File: src/rtl/riscvstall_inst_decode_queue_pkg.sv
// Shared riscvstall instruction-message definitions: format codes, opcode
// constants and field/format helpers used by the decode queue.
package riscvstall_inst_decode_queue_pkg;

    typedef enum logic [2:0] {
        RISCV_INST_FMT_R   = 3'd0,
        RISCV_INST_FMT_I   = 3'd1,
        RISCV_INST_FMT_S   = 3'd2,
        RISCV_INST_FMT_SB  = 3'd3,
        RISCV_INST_FMT_U   = 3'd4,
        RISCV_INST_FMT_UJ  = 3'd5,
        RISCV_INST_FMT_ILL = 3'd7
    } inst_fmt_e;

    localparam logic [6:0] RISCV_OPC_OP     = 7'b0110011;
    localparam logic [6:0] RISCV_OPC_OP_IMM = 7'b0010011;
    localparam logic [6:0] RISCV_OPC_LOAD   = 7'b0000011;
    localparam logic [6:0] RISCV_OPC_JALR   = 7'b1100111;
    localparam logic [6:0] RISCV_OPC_STORE  = 7'b0100011;
    localparam logic [6:0] RISCV_OPC_BRANCH = 7'b1100011;
    localparam logic [6:0] RISCV_OPC_LUI    = 7'b0110111;
    localparam logic [6:0] RISCV_OPC_AUIPC  = 7'b0010111;
    localparam logic [6:0] RISCV_OPC_JAL    = 7'b1101111;

    localparam int unsigned RISCV_INST_MSG_SZ = 32;

    function automatic inst_fmt_e opcode_to_fmt(input logic [6:0] opc);
        inst_fmt_e f;
        case (opc)
            RISCV_OPC_OP:                                   f = RISCV_INST_FMT_R;
            RISCV_OPC_OP_IMM, RISCV_OPC_LOAD, RISCV_OPC_JALR: f = RISCV_INST_FMT_I;
            RISCV_OPC_STORE:                                f = RISCV_INST_FMT_S;
            RISCV_OPC_BRANCH:                               f = RISCV_INST_FMT_SB;
            RISCV_OPC_LUI, RISCV_OPC_AUIPC:                 f = RISCV_INST_FMT_U;
            RISCV_OPC_JAL:                                  f = RISCV_INST_FMT_UJ;
            default:                                        f = RISCV_INST_FMT_ILL;
        endcase
        return f;
    endfunction

    function automatic logic [6:0] inst_opcode(input logic [31:0] inst);
        return inst[6:0];
    endfunction

    function automatic logic [4:0] inst_rd(input logic [31:0] inst);
        return inst[11:7];
    endfunction

    function automatic logic [4:0] inst_rs1(input logic [31:0] inst);
        return inst[19:15];
    endfunction

    function automatic logic [4:0] inst_rs2(input logic [31:0] inst);
        return inst[24:20];
    endfunction

endpackage

File: src/rtl/riscvstall_inst_decode_queue_immgen.sv
// Combinational format classifier and immediate generator sitting in the
// enqueue path of the decode queue.
module riscvstall_InstImmGen
    import riscvstall_inst_decode_queue_pkg::*;
(
    input  logic [31:0] inst,
    output logic [2:0]  fmt,
    output logic [31:0] imm
);

    inst_fmt_e fmt_s;

    // Classify by opcode and assemble the sign-extended immediate for that format
    always_comb begin
        fmt_s = opcode_to_fmt(inst[6:0]);
        imm   = 32'd0;
        case (fmt_s)
            RISCV_INST_FMT_I:  imm = {{20{inst[31]}}, inst[31:20]};
            RISCV_INST_FMT_S:  imm = {{20{inst[31]}}, inst[31:25], inst[11:7]};
            RISCV_INST_FMT_SB: imm = {{19{inst[31]}}, inst[31], inst[7], inst[30:25], inst[11:8], 1'b0};
            RISCV_INST_FMT_U:  imm = {inst[31:12], 12'd0};
            RISCV_INST_FMT_UJ: imm = {{11{inst[31]}}, inst[31], inst[19:12], inst[20], inst[30:21], 1'b0};
            default:           imm = 32'd0;
        endcase
        fmt = fmt_s;
    end

endmodule

File: src/rtl/riscvstall_inst_decode_queue.sv
// Instruction decode queue: circular buffer of fetched words with their PCs,
// pre-decoded format and immediate, squashable by a flush.
module riscvstall_inst_decode_queue
    import riscvstall_inst_decode_queue_pkg::*;
#(
    parameter int unsigned DEPTH = 4,
    parameter int unsigned PC_SZ = 32
) (
    input  logic                     clk,
    input  logic                     reset,
    input  logic                     flush,
    input  logic                     enq_val,
    output logic                     enq_rdy,
    input  logic [PC_SZ-1:0]         enq_pc,
    input  logic [31:0]              enq_inst,
    output logic                     deq_val,
    input  logic                     deq_rdy,
    output logic [PC_SZ-1:0]         deq_pc,
    output logic [31:0]              deq_inst,
    output logic [2:0]               deq_fmt,
    output logic [6:0]               deq_opcode,
    output logic [4:0]               deq_rd,
    output logic [4:0]               deq_rs1,
    output logic [4:0]               deq_rs2,
    output logic [31:0]              deq_imm,
    output logic [$clog2(DEPTH):0]   count
);

    localparam int unsigned PTR_W = $clog2(DEPTH);
    localparam int unsigned CNT_W = PTR_W + 1;

    logic [PTR_W-1:0] head_q, head_d;
    logic [PTR_W-1:0] tail_q, tail_d;
    logic [CNT_W-1:0] count_q, count_d;

    logic [PC_SZ-1:0] pc_mem_q   [DEPTH];
    logic [31:0]      inst_mem_q [DEPTH];
    logic [2:0]       fmt_mem_q  [DEPTH];
    logic [31:0]      imm_mem_q  [DEPTH];

    logic        enq_fire_s;
    logic        deq_fire_s;
    logic [2:0]  enq_fmt_s;
    logic [31:0] enq_imm_s;
    logic [31:0] head_inst_s;

    riscvstall_InstImmGen u_immgen (
        .inst (enq_inst),
        .fmt  (enq_fmt_s),
        .imm  (enq_imm_s)
    );

    // Handshake: readiness never depends on deq_rdy, so a full queue stalls enqueue
    always_comb begin
        enq_rdy    = (count_q < CNT_W'(DEPTH)) && !flush && !reset;
        deq_val    = (count_q != {CNT_W{1'b0}}) && !flush && !reset;
        enq_fire_s = enq_val && enq_rdy;
        deq_fire_s = deq_val && deq_rdy;
    end

    // Pointer and occupancy next state; flush discards anything offered this cycle
    always_comb begin
        head_d  = head_q;
        tail_d  = tail_q;
        count_d = count_q;
        if (flush) begin
            head_d  = {PTR_W{1'b0}};
            tail_d  = {PTR_W{1'b0}};
            count_d = {CNT_W{1'b0}};
        end else begin
            if (enq_fire_s) begin
                tail_d = tail_q + PTR_W'(1);
            end else begin
                tail_d = tail_q;
            end
            if (deq_fire_s) begin
                head_d = head_q + PTR_W'(1);
            end else begin
                head_d = head_q;
            end
            case ({enq_fire_s, deq_fire_s})
                2'b10:   count_d = count_q + CNT_W'(1);
                2'b01:   count_d = count_q - CNT_W'(1);
                default: count_d = count_q;
            endcase
        end
    end

    // Control state registers; reset outranks flush
    always_ff @(posedge clk) begin
        if (reset) begin
            head_q  <= {PTR_W{1'b0}};
            tail_q  <= {PTR_W{1'b0}};
            count_q <= {CNT_W{1'b0}};
        end else begin
            head_q  <= head_d;
            tail_q  <= tail_d;
            count_q <= count_d;
        end
    end

    // Entry storage is intentionally left unreset; only valid slots are ever read out
    always_ff @(posedge clk) begin
        if (enq_fire_s) begin
            pc_mem_q[tail_q]   <= enq_pc;
            inst_mem_q[tail_q] <= enq_inst;
            fmt_mem_q[tail_q]  <= enq_fmt_s;
            imm_mem_q[tail_q]  <= enq_imm_s;
        end
    end

    // Head presentation, forced to zero whenever the head is not valid
    always_comb begin
        head_inst_s = inst_mem_q[head_q];
        deq_pc      = {PC_SZ{1'b0}};
        deq_inst    = 32'd0;
        deq_fmt     = 3'd0;
        deq_opcode  = 7'd0;
        deq_rd      = 5'd0;
        deq_rs1     = 5'd0;
        deq_rs2     = 5'd0;
        deq_imm     = 32'd0;
        if (deq_val) begin
            deq_pc     = pc_mem_q[head_q];
            deq_inst   = head_inst_s;
            deq_fmt    = fmt_mem_q[head_q];
            deq_opcode = inst_opcode(head_inst_s);
            deq_rd     = inst_rd(head_inst_s);
            deq_rs1    = inst_rs1(head_inst_s);
            deq_rs2    = inst_rs2(head_inst_s);
            deq_imm    = imm_mem_q[head_q];
        end else begin
            deq_pc     = {PC_SZ{1'b0}};
        end
        count = count_q;
    end

endmodule

File: config.mk
export PLATFORM = sky130hd
export DESIGN_NAME = riscvstall_inst_decode_queue
export DESIGN_NICKNAME = d
export VERILOG_FILES = /design/src/rtl/riscvstall_inst_decode_queue_pkg.sv /design/src/rtl/riscvstall_inst_decode_queue_immgen.sv /design/src/rtl/riscvstall_inst_decode_queue.sv
export SDC_FILE = /design/constraint.sdc
export NUM_CORES = 1
export LEC_CHECK = 0
export CORE_ASPECT_RATIO = 0.6
export CORE_MARGIN = 2
export CORE_UTILIZATION = 50
export DETAILED_ROUTE_END_ITERATION = 10
export PLACE_DENSITY = 0.73
export SYNTH_ARGS = -nofsm -noshare
export SYNTH_HDL_FRONTEND = slang
export SYNTH_HIERARCHICAL = 1
export SYNTH_SLANG_ARGS = --single-unit
File: constraint.sdc
create_clock -name clk -period 5.35 [get_ports clk]
set_clock_uncertainty 0.1 [all_clocks]
set_input_delay 1.605 -clock clk [delete_from_list [all_inputs] [get_ports clk]]
set_output_delay 1.605 -clock clk [all_outputs]
set_load 0.005 [all_outputs]
==> results.sh, run 1 <==
export IMPL_outcome="completed"
export IMPL_drc=0
export IMPL_nFillCells=2199
export IMPL_dp_hpwl_um=21000
export IMPL_wire_per_inst_um=23.6
export IMPL_powerDensity_nw_per_um2=320
export IMPL_cts_tree="built"
export IMPL_ant_nets=0
export IMPL_whs_path_depth=1
export IMPL_tightest_slew_ns=0.991
export IMPL_syn_area_um2=16200
export IMPL_antenna_found_initial=1
export IMPL_critical_path_class="in -> out"
export IMPL_synth_most_common_cell="edfxtp_1"
export IMPL_vias_per_cell=5.77
export IMPL_port_buffers=194
export IMPL_first_global_vias=8129
export IMPL_drt_pass1_iterations=5
export IMPL_fin_crit_ns=5.02
export IMPL_grt_pass1_wl_um=50300
export IMPL_drive_above_1_share=0.191
export IMPL_grt_ovfl_total=0
export IMPL_htree_levels=2
export IMPL_start_util=0.513
export IMPL_crit_fanout=53
export IMPL_gp_congestion=0.729
export IMPL_ys_ff_latch=405
export IMPL_ios=195
export IMPL_yosysSeqAreaShare=0.746
export IMPL_slew_violations=0
export IMPL_synth_nets=869
export IMPL_cts_root_buffer_cell="clkbuf_16"
export IMPL_cts_max_path_buffers=3
export IMPL_synth_top_cell_by_area="edfxtp_1"
export IMPL_async_flop_share=0
export IMPL_post_cts_buffers=0
export IMPL_cts_sinks=405
export IMPL_grt_max_degree=101
export IMPL_fin_nets=1049
export IMPL_cts_hold_fix_buffers=0
export IMPL_period_share=0.939
export IMPL_syn_avg_cell_area_um2=20.4
export IMPL_finalSetupTns_ns=0
export IMPL_vias=8171
export IMPL_synth_warnings=6
export IMPL_leakagePower_nw=6.46
export IMPL_antennaDiodeCount=0
export IMPL_irDropWorstVdd_mv=0.216
export IMPL_cts_resized=0
export IMPL_cp_start_kind="primary input"
export IMPL_cp_data_arrival_time_ns=3.32
export IMPL_rsz0062_at_grt="no"
export IMPL_synth_cell_types=49
export IMPL_relSlewSlack=0.336
export IMPL_core_area_um2=31500
export IMPL_ys_flop_type="edfxtp_1"
export IMPL_finalSetupViolations=0
export IMPL_stdcell_count=1417
export IMPL_drtIter0Drc=751
export IMPL_die_x_um=236
export IMPL_dieArea_um2=33900
export IMPL_reg2reg_depth=9
export IMPL_row_count=50
export IMPL_finalHoldViolations=0
export IMPL_path_clk_slew_ns=0.07
export IMPL_ys_top_cells_by_count="396 x edfxtp_1, 99 x and3_1, 99 x mux4_2"
export IMPL_synth_area_top_cells="edfxtp_1 73%, mux4_2 14%, and3_1 3.8%, dfxtp_1 1.1%, buf_4 1.1%"
export IMPL_grt_util_all_layers=0.198
export IMPL_hold_path_class="reg -> reg"
export IMPL_worst_setup_path_end_kind="output pin"
export IMPL_clk_latency_ns=0.52
export IMPL_wl_um=33400
export IMPL_required_ns=3.65
export IMPL_dp_cells=1351
export IMPL_numCtsBuffers=37
export IMPL_multiInputGateArea_um2=3680
export IMPL_max_cap_violations=0
export IMPL_synth_top_cell_area_share=0.735
export IMPL_syn_inst=794
export IMPL_syn_to_final_growth_pct=21.9
export IMPL_register_area_um2=12100
export IMPL_max_freq_mhz=199
export IMPL_synth_edff_count=396
export IMPL_die_h_um=143
## cell usage in the layout (no fill, tap or decap), drive strengths merged, types with 2 or more instances in the layout
cell type	count
a22o	4
edfxtp	396
or3	2
buf	20
nor2	12
nor4	2
bufinv	4
dfxtp	9
xor2	3
and3	99
ha	5
a21o	20
nor2b	3
clkinv	15
inv	12
and3b	2
a21oi	5
nand2	8
clkbuf	44
o21ai	4
nor3	3
mux4	99
o31ai	3
nand3b	2
and2	11
clkdlybuf4s50	194
a22oi	2
## layer usage
metal  up-vias  global-route usage  share of wire
li1       3604                   -              -
met3        35              0.0373          0.076
met2       293               0.304           0.46
met4         0              0.0396          0.011
met1      4239               0.302           0.45
met5         -                   0              0
## through the flow
stage	area [um^2]	setup WS (ns)	hold WS (ns)	total power, mW	util
5_1_grt	19700	0.254	0.443	6.51	0.626
4_1_cts	19700	0.312	0.407	6.37	0.626
2_1_floorplan	16200	0.298	0.359	3.67	-
6_report	19700	0.326	0.402	6.32	0.626
3_5_place_dp	18600	0.320	0.396	3.80	0.589
3_3_place_gp	18600	0.330	0.373	3.79	0.589
## cell families after synthesis
group / after synthesis / share of synthesized area
AO/OA/AOI/OAI: 45 / 0.0216
multiplexers: 100 / 0.139
flip-flops: 405 / 0.746
adder cells (fa/ha/maj): 6 / 0.00510
AND/OR/NAND/NOR: 151 / 0.0581
XOR/XNOR: 4 / 0.00217
buffers and inverters: 83 / 0.0285
## worst max-delay path: stages
cell and delay, ns:
clkdlybuf4s50_1 0.48, nor2_4 0.20, buf_12 0.22, and3_1 0.24, clkdlybuf4s50_1 0.53
## worst paths after layout
check,startpoint,to,slack [ns]
worst max-delay path,flush,deq_inst[11],0.33
worst min register to register,head_q[0]$_SDFFE_PP0P_,flop,0.40
worst min-delay path,head_q[0]$_SDFFE_PP0P_,flop,0.40
worst max register to register,count[2]$_SDFFE_PP0P_,count[2]$_SDFFE_PP0P_,2.22
## where the power goes
part / total (mW) / switching (mW) / internal (mW)
registers: 3.51 / 0.00846 / 3.50
clock network: 2.59 / 1.12 / 1.47
logic: 0.219 / 0.117 / 0.102
## cell type report
| class | count | share of cell area |
|---|---|---|
| clock buffers | 44 | 0.0483 |
| clock inverters | 22 | 0.0112 |
| inverters | 10 | 0.00190 |
| multi-input cells | 306 | 0.186 |
| flip-flops and latches | 405 | 0.612 |
| well taps | 416 | 0.0264 |
| repair buffers | 214 | 0.114 |
## sequential cells by signal, summed over array words and instances (netlist names), named ones only
name,cells
imm_mem_q,128
inst_mem_q,128
fmt_mem_q,12
tail_q,2
pc_mem_q,128
count,3
head_q,2
Note: power is estimated with default switching activity, not from simulation.
==> run 2, diff against run 1 <==
ABC_AREA = 1   (was not set)
PLACE_DENSITY = 0.72   (was 0.73)
==> results.sh, run 2 <==
export IMPL_outcome="completed"
export IMPL_wl_um=39900
export IMPL_synth_nets=1526
export IMPL_critPathTopFamily="buffers and inverters"
export IMPL_leakagePower_nw=7.13
export IMPL_period_share=0.979
export IMPL_ant_nets=0
export IMPL_slew_violations=0
export IMPL_syn_to_final_growth_pct=20.2
export IMPL_required_ns=3.65
export IMPL_wire_per_inst_um=19.1
export IMPL_cts_max_path_buffers=3
export IMPL_antennaDiodeCount=0
export IMPL_grt_use_met1=0.324
export IMPL_dp_hpwl_um=22900
export IMPL_ys_top_cells_by_count="431 x nor2_1, 396 x edfxtp_1, 121 x o21ai_0"
export IMPL_antenna_found_initial=1
export IMPL_timing_critical_path_buf_inv=3
export IMPL_ios=195
export IMPL_max_freq_mhz=191
export IMPL_syn_inst=1451
export IMPL_cp_cell_sequence="clkdlybuf4s50_1 > nor2_1 > nand2_4 > buf_12 > a21oi_1 > clkdlybuf4s50_1"
export IMPL_ys_ff_latch=405
export IMPL_fin_crit_ns=5.24
export IMPL_final_cell_mix="427 x nor2_1, 396 x edfxtp_1, 194 x clkdlybuf4s50_1"
export IMPL_hold_path_class="reg -> reg"
export IMPL_fin_nets=1674
export IMPL_cp_start_kind="primary input"
export IMPL_cts_tree="built"
export IMPL_tightest_slew_ns=0.888
export IMPL_finalSetupViolations=0
export IMPL_row_count=52
export IMPL_netSwitchingFraction=0.201
export IMPL_async_flop_share=0
export IMPL_pwr_share_comb=0.034
export IMPL_cpMaxStageDelayCell="clkdlybuf4s50_1"
export IMPL_syn_area_um2=17000
export IMPL_drtIter0Drc=1215
export IMPL_grt_busiest_layer="met2"
export IMPL_drive_above_1_share=0.0756
export IMPL_synth_area_top_cells="edfxtp_1 70%, nor2_1 9.5%, o21ai_0 3.6%, a21oi_1 3.1%, o21ai_1 2.4%"
export IMPL_placed_area_um2=19200
export IMPL_finalHoldViolations=0
export IMPL_path_clk_slew_ns=0.06
export IMPL_max_cap_violations=0
export IMPL_synth_most_common_cell="nor2_1"
export IMPL_syn_avg_cell_area_um2=11.7
export IMPL_rrSetupSlack_ns=3.27
export IMPL_drt_pass1_iterations=5
export IMPL_cpPeakStageDelay_ns=0.59
export IMPL_cts_sinks=405
export IMPL_cts_hold_fix_buffers=0
export IMPL_synth_cell_types=25
export IMPL_grt_pass1_wl_um=61200
export IMPL_first_global_vias=10600
export IMPL_cp_common_cell="clkdlybuf4s50_1"
export IMPL_grt_util_all_layers=0.223
export IMPL_synth_top_cell_by_area="edfxtp_1"
export IMPL_power_frac_clock=0.414
export IMPL_synth_top_cell_area_share=0.702
export IMPL_vias=11200
export IMPL_largestRegisters="imm_mem_q (128), inst_mem_q (128), pc_mem_q (128)"
export IMPL_synth_warnings=6
export IMPL_vias_per_cell=5.37
export IMPL_grt_max_degree=128
export IMPL_cts_root_buffer_cell="clkbuf_16"
export IMPL_worst_slack_ns=0.114
export IMPL_powerDensity_nw_per_um2=312
export IMPL_synth_edff_count=396
export IMPL_seqPwrFrac=0.552
export IMPL_cp_data_arrival_time_ns=3.53
export IMPL_cell_internal_pwr_mw=5.08
export IMPL_core_area_um2=33600
export IMPL_htree_levels=2
export IMPL_rsz0062_at_grt="no"
export IMPL_die_h_um=147
export IMPL_dieArea_um2=35400
export IMPL_numCtsBuffers=38
export IMPL_port_buffers=194
export IMPL_start_util=0.505
export IMPL_crit_fanout=46
export IMPL_yosysSeqAreaShare=0.712
export IMPL_clk_latency_ns=0.53
export IMPL_gp_congestion=0.840
export IMPL_die_x_um=242
export IMPL_final_area_um2=20400
export IMPL_worst_setup_path_end_kind="output pin"
export IMPL_grt_use_met3=0.0410
export IMPL_post_cts_buffers=0
export IMPL_critical_path_class="in -> out"
export IMPL_drc=0
export IMPL_gr_usage_met2=0.347
export IMPL_irDropWorstVdd_mv=0.200
export IMPL_relSlewSlack=0.408
export IMPL_ys_flop_type="edfxtp_1"
export IMPL_place_ws_ns=0.171
export IMPL_cts_resized=0
export IMPL_grt_ovfl_total=0
export IMPL_p_sw_mw=1.28
export IMPL_final_common_cell="nor2_1"
run 2: cell count changes in the layout (fill, tap and decap cells not counted), moves of 30 or more:
cell / before / now
a21oi_1: 4 / 104
nor2_1: 11 / 427
inv_1: 10 / 40
and3_1: 99 / 0
o21ai_0: 4 / 121
mux4_2: 99 / 0
nand3_1: 1 / 39
o21ai_1: 0 / 81
nand2_1: 8 / 72
run 2: worst paths after layout:
kind	startpoint	endpoint	cells past startpoint
worst max register to register	count[2]$_SDFFE_PP0P_	imm_mem_q[1][19]$_DFFE_PP_	4
worst max-delay path	flush	deq_imm[23]	6
worst min-delay path	count[0]$_SDFFE_PP0P_	count[0]$_SDFFE_PP0P_	1
worst min register to register	count[0]$_SDFFE_PP0P_	count[0]$_SDFFE_PP0P_	1
run 2: worst reg2reg max path, cell delays in order, from the launching register on:
cell and delay, ns:
dfxtp_1 0.32, inv_1 0.11, nand3_2 0.29, nor2_4 0.24, buf_4 0.58
run 2: cell type report:
class	count	area [um^2]
Inverter	46	180
Fill cell	2648	13200
Tap cell	459	574
Clock buffer	49	1060
Multi-Input combinational cell	892	4110
Sequential cell	405	12100
Clock inverter	19	144
Timing Repair Buffer	216	2230
run 2: kinds of logic (layout without fill, tap and decap cells):
family,Yosys count,in the layout,synth area share
compound gates,306,306,0.0904
fa+ha+maj,6,6,0.00487
buf+inv,154,330,0.0475
flops,405,405,0.712
simple gates,580,580,0.145
run 2: power groups by stage:
stage	clock, mW	combinational, mW	sequential, mW
floorplan	0	0.0808	3.58
CTS	2.68	0.218	3.51
detailed placement	0	0.216	3.58
global route	2.80	0.237	3.51
global placement	0	0.211	3.58
finish	2.63	0.217	3.51
run 2: layer usage:
metal / vias up / share of wire
met5: - / 0.00033
met1: 5418 / 0.45
met2: 407 / 0.46
met3: 64 / 0.069
met4: 2 / 0.020
li1: 5321 / -
run 2: through the flow:
stage	setup TNS (ns)	hold slack [ns]	util	std cells	power (mW)
floorplan	-596.27	0.367	-	1451	3.66
global placement	0	0.374	0.571	2018	3.79
detailed placement	0	0.391	0.571	2018	3.80
CTS	0	0.404	0.607	2086	6.41
global route	0	0.426	0.607	2086	6.55
finish	0	0.399	0.607	2086	6.36
